$ cat src/rtl/acc_control_unit.sv
// acc_control_unit: adaptive-cruise controller FSM with hysteresis, latched emergency braking and door interlock
// Ports: clk/rst_n (async active-low reset); engage, door_open; speed_limit, car_speed [SPEED_W];
//        leading_distance [DIST_W]; unlock_doors, accelerate_car, brake_car, emergency_brake; state_o [3]
module acc_control_unit #(
  parameter int SPEED_W       = 8,
  parameter int DIST_W        = 7,
  parameter int MIN_DISTANCE  = 40,
  parameter int SAFE_DISTANCE = 20,
  parameter int HYST          = 2,
  parameter int UNLOCK_DELAY  = 4
) (
  input  logic               clk,
  input  logic               rst_n,
  input  logic               engage,
  input  logic               door_open,
  input  logic [SPEED_W-1:0] speed_limit,
  input  logic [SPEED_W-1:0] car_speed,
  input  logic [DIST_W-1:0]  leading_distance,
  output logic               unlock_doors,
  output logic               accelerate_car,
  output logic               brake_car,
  output logic               emergency_brake,
  output logic [2:0]         state_o
);
  localparam int CW = (UNLOCK_DELAY < 1) ? 1 : $clog2(UNLOCK_DELAY + 1);
  localparam logic [CW-1:0]      UD     = CW'(UNLOCK_DELAY);
  localparam logic [SPEED_W:0]   HYST_X = (SPEED_W + 1)'(HYST);
  localparam logic [DIST_W-1:0]  MIN_D  = DIST_W'(MIN_DISTANCE);
  localparam logic [DIST_W-1:0]  SAFE_D = DIST_W'(SAFE_DISTANCE);
  typedef enum logic [2:0] {
    ST_STOP   = 3'd0,
    ST_ACCEL  = 3'd1,
    ST_CRUISE = 3'd2,
    ST_DECEL  = 3'd3,
    ST_EBRAKE = 3'd4
  } state_t;
  state_t        r_cs, w_ns;
  logic [CW-1:0] r_cnt;
  logic [SPEED_W:0] w_spd, w_lim;
  logic w_far, w_danger, w_slow, w_fast, w_stopped, w_go;
  // Sums are one bit wider than the speeds so limit/speed near full scale cannot wrap
  assign w_spd     = {1'b0, car_speed};
  assign w_lim     = {1'b0, speed_limit};
  assign w_stopped = car_speed == '0;
  assign w_far     = leading_distance >= MIN_D;
  assign w_danger  = leading_distance < SAFE_D && !w_stopped;
  assign w_slow    = w_spd + HYST_X < w_lim;
  assign w_fast    = w_spd > w_lim + HYST_X;
  assign w_go      = engage && w_far;
  always_comb begin
    w_ns = ST_STOP;
    case (r_cs)
      ST_STOP:   w_ns = w_go && !door_open ? ST_ACCEL : ST_STOP;
      ST_ACCEL:  w_ns = !w_go ? ST_DECEL : car_speed >= speed_limit ? ST_CRUISE : ST_ACCEL;
      ST_CRUISE: w_ns = !w_go || w_fast ? ST_DECEL : w_slow ? ST_ACCEL : ST_CRUISE;
      ST_DECEL:  w_ns = w_stopped ? ST_STOP : w_go && w_slow ? ST_ACCEL :
                        w_go && car_speed <= speed_limit ? ST_CRUISE : ST_DECEL;
      ST_EBRAKE: w_ns = w_stopped ? ST_STOP : ST_EBRAKE;
      default:   w_ns = ST_STOP;
    endcase
    // Danger overrides everything except the already-latched emergency state
    if (w_danger && r_cs != ST_EBRAKE) w_ns = ST_EBRAKE;
  end
  always_ff @(posedge clk or negedge rst_n) begin
    if (!rst_n) begin
      r_cs  <= ST_STOP;
      r_cnt <= '0;
    end else begin
      r_cs  <= w_ns;
      // Count standstill cycles spent in STOP; any motion or departure relocks
      r_cnt <= r_cs == ST_STOP && w_ns == ST_STOP && w_stopped ? (r_cnt == UD ? r_cnt : r_cnt + 1'b1) : '0;
    end
  end
  assign unlock_doors    = r_cs == ST_STOP && r_cnt == UD;
  assign accelerate_car  = r_cs == ST_ACCEL;
  assign brake_car       = r_cs == ST_DECEL || r_cs == ST_EBRAKE;
  assign emergency_brake = r_cs == ST_EBRAKE;
  assign state_o         = r_cs;
endmodule

$ cat config.mk
export PLATFORM = sky130hd
export DESIGN_NAME = acc_control_unit
export DESIGN_NICKNAME = d
export VERILOG_FILES = /design/src/rtl/acc_control_unit.sv
export SDC_FILE = /design/constraint.sdc
export NUM_CORES = 1
export LEC_CHECK = 0
export ABC_CLOCK_PERIOD_IN_PS = 3600
export BUFFER_PORTS_ARGS = -buffer_cell sky130_fd_sc_hd__buf_2
export CAP_MARGIN = 15
export CORE_UTILIZATION = 55
export CTS_CLUSTER_DIAMETER = 200
export DETAILED_ROUTE_END_ITERATION = 8
export PLACE_DENSITY_LB_ADDON = 0.08
export SKIP_LAST_GASP = 1
export SLEW_MARGIN = 0
export SYNTH_ARGS = -nofsm -noshare
export SYNTH_HDL_FRONTEND = slang
export SYNTH_SLANG_ARGS = --single-unit
$ cat constraint.sdc
create_clock -name clk -period 3.6 [get_ports clk]
set_clock_uncertainty 0.05 [all_clocks]
set_input_delay 0.9 -clock clk [delete_from_list [all_inputs] [get_ports clk]]
set_output_delay 0.9 -clock clk [all_outputs]
set_load 0.03 [all_outputs]
# --- Yosys cells after proc, flatten, opt, wreduce, memory -nomap -nowiden ---
# Index checks and enable logic that the tools add are counted.
op_classes:
  n_addsub: 3
  magnitude_cmp: 6
  n_eq_ne: 7
  n_mux: 13
  reduce_logical: 17
op_table:
  columns: ["operator", "count"]
  rows:
  - ["$add 8x2->9 const B", 2]
  - ["$pmux 3 s5", 1]
  - ["$mux 2", 6]
  - ["$mux 3", 4]
  - ["$gt 8x9->1", 1]
  - ["$logic_and 1x1->1", 9]
  - ["$lt 9x8->1", 1]
  - ["$ge 8x8->1", 1]
  - ["$le 8x8->1", 1]
  - ["$logic_not 8->1", 1]
  - ["$ge 7x6->1 const B", 1]
  - ["$lt 7x5->1 const B", 1]
  - ["$eq 3x2->1 const B", 2]
  - ["$eq 3x3->1 const B", 2]
  - ["$logic_not 3->1", 2]
  - ["$add 3x1->3 const B", 1]
  - ["$eq 3x1->1 const B", 1]
  - ["$logic_not 1->1", 3]
  - ["$ne 3x3->1 const B", 1]
  - ["$logic_or 1x1->1", 2]
  - ["$mux 1", 2]
  - ["$ne 2x2->1 const B", 1]
word_totals:
  ff_bits: 6
  inputBits: 27
  word_cells: 48

# --- Longest topological paths before layout ---
depth:
  depth_word: 12
  ltp_mapped: 11
  mapped_depth_nobuf: 11

# --- Least setup slack after synthesis ---
# No wires, ideal clock.
synth_timing:
  kind: "input -> register"
  start: "input speed_limit[1]"
  end: "register r_cs[0], in the netlist state_o[0]"
  arrival_ps: 2446
  path_slack_ps: 1022
  path_stages: 11
  n_path_buf: 0
  path_cell_list: "ha_1 -> nand3_1 -> nor3_1 -> xnor2_1 -> ha_1 -> o21ai_0 -> o21bai_1 -> o311ai_0 -> a31oi_1 -> o31ai_1 -> a31oi_1"
synth_between:
  elab_chain_cells: 7
  elab_cells_between_ends: 17
synth_rtl:
  columns: ["item", "line_no", "source"]
  rows:
  - ["start, declared", "16", "input logic [SPEED_W-1:0] speed_limit,"]
  - ["parallel branches: the longest is 5 deep, another holds $add 8x2->9", null, null]
  - ["$pmux 3 s5 *", "52", "case (r_cs)"]
  - ["$mux 3 *", "62", "if (w_danger && r_cs != ST_EBRAKE) w_ns = ST_EBRAKE;"]
  - ["via w_ns[0]", "37", "state_t r_cs, w_ns;"]
  - ["end signal, assigned", "69", "r_cs <= w_ns;"]
  - ["end, declared", "37", null]
# Mark *: on every way through the listed nets, which the timed path passes.
# A chain may end at the register's enable or synchronous reset.

# --- Worst setup path in the final report ---
# Ends and elaborated chain as after synthesis.

==> impl_metrics.tcl <==
set metrics [dict create \
    status "finished clean" \
    routedWlPerCell_um 13.17 \
    place_area_um2 1369 \
    period_needed_ps 2820 \
    cp_slowest_stage_delay_ps 320 \
    pre_cts_ws_ps 549.2 \
    synth_top_area_cell "ha_1" \
    cp.arrival_ps 2940 \
    cts-root-buf "clkbuf_4" \
    synth_cell_types 37 \
    endpoint_kind "register" \
    cts_hold_buf 0 \
    start_kind "input port" \
    rows 16 \
    grt_pass1_vias 1204 \
    antenna_cells 0 \
    power_density_nw_per_um2 269.0 \
    synth_area_leaders "ha_1 (28%), dfrtp_1 (13%), xnor2_1 (6.7%)" \
    cts.reportedPaths.clkPinSlew_ps 50 \
    h-tree-depth 1 \
    ys_seq_area_frac 0.1273 \
    syn_nets 205 \
    pin_count 34 \
    vdd_drop_max_v 0.0002646 \
    total_power_w 0.0003742 \
    dr.pass1.iters 4 \
    hpwlAfterDp_mm 2.412 \
    post_cts_buffers 0 \
    n_fill_cell 167 \
    power.leakage_nw 0.6963 \
    gp_congestion 0.8420 \
    synth_ff_type "dfrtp_1" \
    final_layout_size_suffix_gt1_frac 0.2312 \
    drc 0 \
    cap_violations 0 \
    cts.sinks 6 \
    tightestPinTransition_ps 896.4 \
    rsz0062_at_grt "no" \
    setup_ws_ps 779.9 \
    grt.total_usage 0.2566 \
    netlist_area_um2 1180 \
    portBuffers 31 \
    syn-mean-instance-area_um2 7.762 \
    final_common_cell "buf_2" \
    min_period_over_period 0.7834 \
    wl_mm 2.805 \
    synth_seq_cells 6 \
    die_h_um 48.32 \
    area_growth_pct 17.92 \
    synth-async-reset-ratio 1.000 \
    vias 1227 \
    core_area_um2 1982 \
    final_cell_mix "buf_2 (31), ha_1 (26), nor2_1 (16)" \
    holdCritPathClass "input port to asynchronous set/reset pin" \
    routed_via_density 5.761 \
    synth_edf_count 0 \
    grt_pass1_wl_mm 4.761 \
    overflow 0 \
    clockBufferDepth 2 \
    nets 241 \
    worstSetupPathType "input port to register" \
    setup-tns-final_ps 0 \
    fmax_mhz 354.6 \
    syn_inst 152 \
    synth_top_area_frac 0.2757 \
    cp_max_fo 5 \
    start_util 0.5953 \
    hold_viol 0 \
    stdcell_area_um2 1391 \
    cts_resized 0 \
    antenna_found_initial 0 \
    numCtsBuffers 3 \
    clk_latency_ps 250 \
    cpMaxStageDelayCell "ha_1" \
    crit_chain "buf_2 > ha_1 > nand3_1 > nor3_1 > xnor2_1 > ha_1 > o21ai_0 > o21bai_1 > o311ai_0 > a31oi_1 > o31ai_1 > a31oi_1" \
    first_iter_violations 18 \
    maxSlewHeadroom 0.3948 \
    drv_slew 0 \
    cts_tree "yes" \
    grt_max_degree 9 \
    fp.dieW_um 48.32 \
    worstPathRequired_ps 3720 \
    setup_viol 0 \
    die_area_um2 2334 \
    ant_nets 0 \
    yosysWarnings 0 \
]
[worst paths after layout]
path	start	end	slack (ps)	depth (start not counted)
max in group asynchronous	rst_n	r_cnt[2]	2940	1
max	speed_limit[1]	state_o[0]	780	12
min reg2reg	r_cnt[0]	r_cnt[0]	540	2
min	rst_n	state_o[0]	420	1
max reg2reg	state_o[2]	r_cnt[2]	2050	4
min in group clk	r_cnt[0]	r_cnt[0]	540	2
[Yosys cell counts, types with 3 or more instances]
library cell  instances
a21oi_1               7
a31oi_1               3
and3_1                4
dfrtp_1               6
ha_1                 26
inv_1                13
nand2_1              12
nand2b_1              3
nand3_1               7
nor2_1               16
nor3_1                5
o21ai_0               8
xnor2_1               9
[cell type report]
| class | count | area, um2 | area share |
|---|---|---|---|
| flip-flops and latches | 6 | 150.1 | 0.1079 |
| multi-input cells | 133 | 980.9 | 0.7050 |
| inverters | 13 | 48.80 | 0.03507 |
| well taps | 27 | 33.78 | 0.02428 |
| repair buffers | 31 | 155.1 | 0.1115 |
| clock buffers | 3 | 22.52 | 0.01619 |
[state kept, by name, indices dropped and copies added (netlist names)]
register,flops
state_o,3
r_cnt,3
[cells by family after synthesis]
logic type                 share of synthesized area
buffers and inverters                        0.04136
xor gates and xnor gates                     0.08166
and+or+nand+nor                               0.2439
AOI/OAI and AO/OA                             0.2301
DFF                                           0.1273
adders and majority gates                     0.2757
[per-stage QoR]
| step | hold WS [ps] | cells | util |
|---|---|---|---|
| finish | 415.9 | 213 | 0.7020 |
| global route | 419.9 | 213 | 0.7020 |
| CTS | 416.1 | 213 | 0.7020 |
| detailed placement | 535.2 | 210 | 0.6907 |
| global placement | 495.4 | 210 | 0.6907 |
| floorplan | 479.7 | 152 | - |
[power by group]
part	switching (W)	total [W]	internal, W
sequential	0.0000140	0.0000886	0.0000746
clock	0.0000259	0.0000637	0.0000378
combinational	0.000138	0.000222	0.0000837
[metal layers]
layer,global-route usage,wire length [um]
met5,0,0
met2,0.5305,1542
met4,0.08333,24
met1,0.2645,1139
met3,0.02201,100
[critical path, delay by kind of cell]
| family | cells | cell delay (ps) |
|---|---|---|
| buffers and inverters | 1 | 130 |
| adders and majority gates | 2 | 520 |
| and+or+nand+nor | 2 | 360 |
| AOI/OAI and AO/OA | 6 | 940 |
| xor gates and xnor gates | 1 | 110 |
No activity file was read; power rests on OpenSTA's default activity.
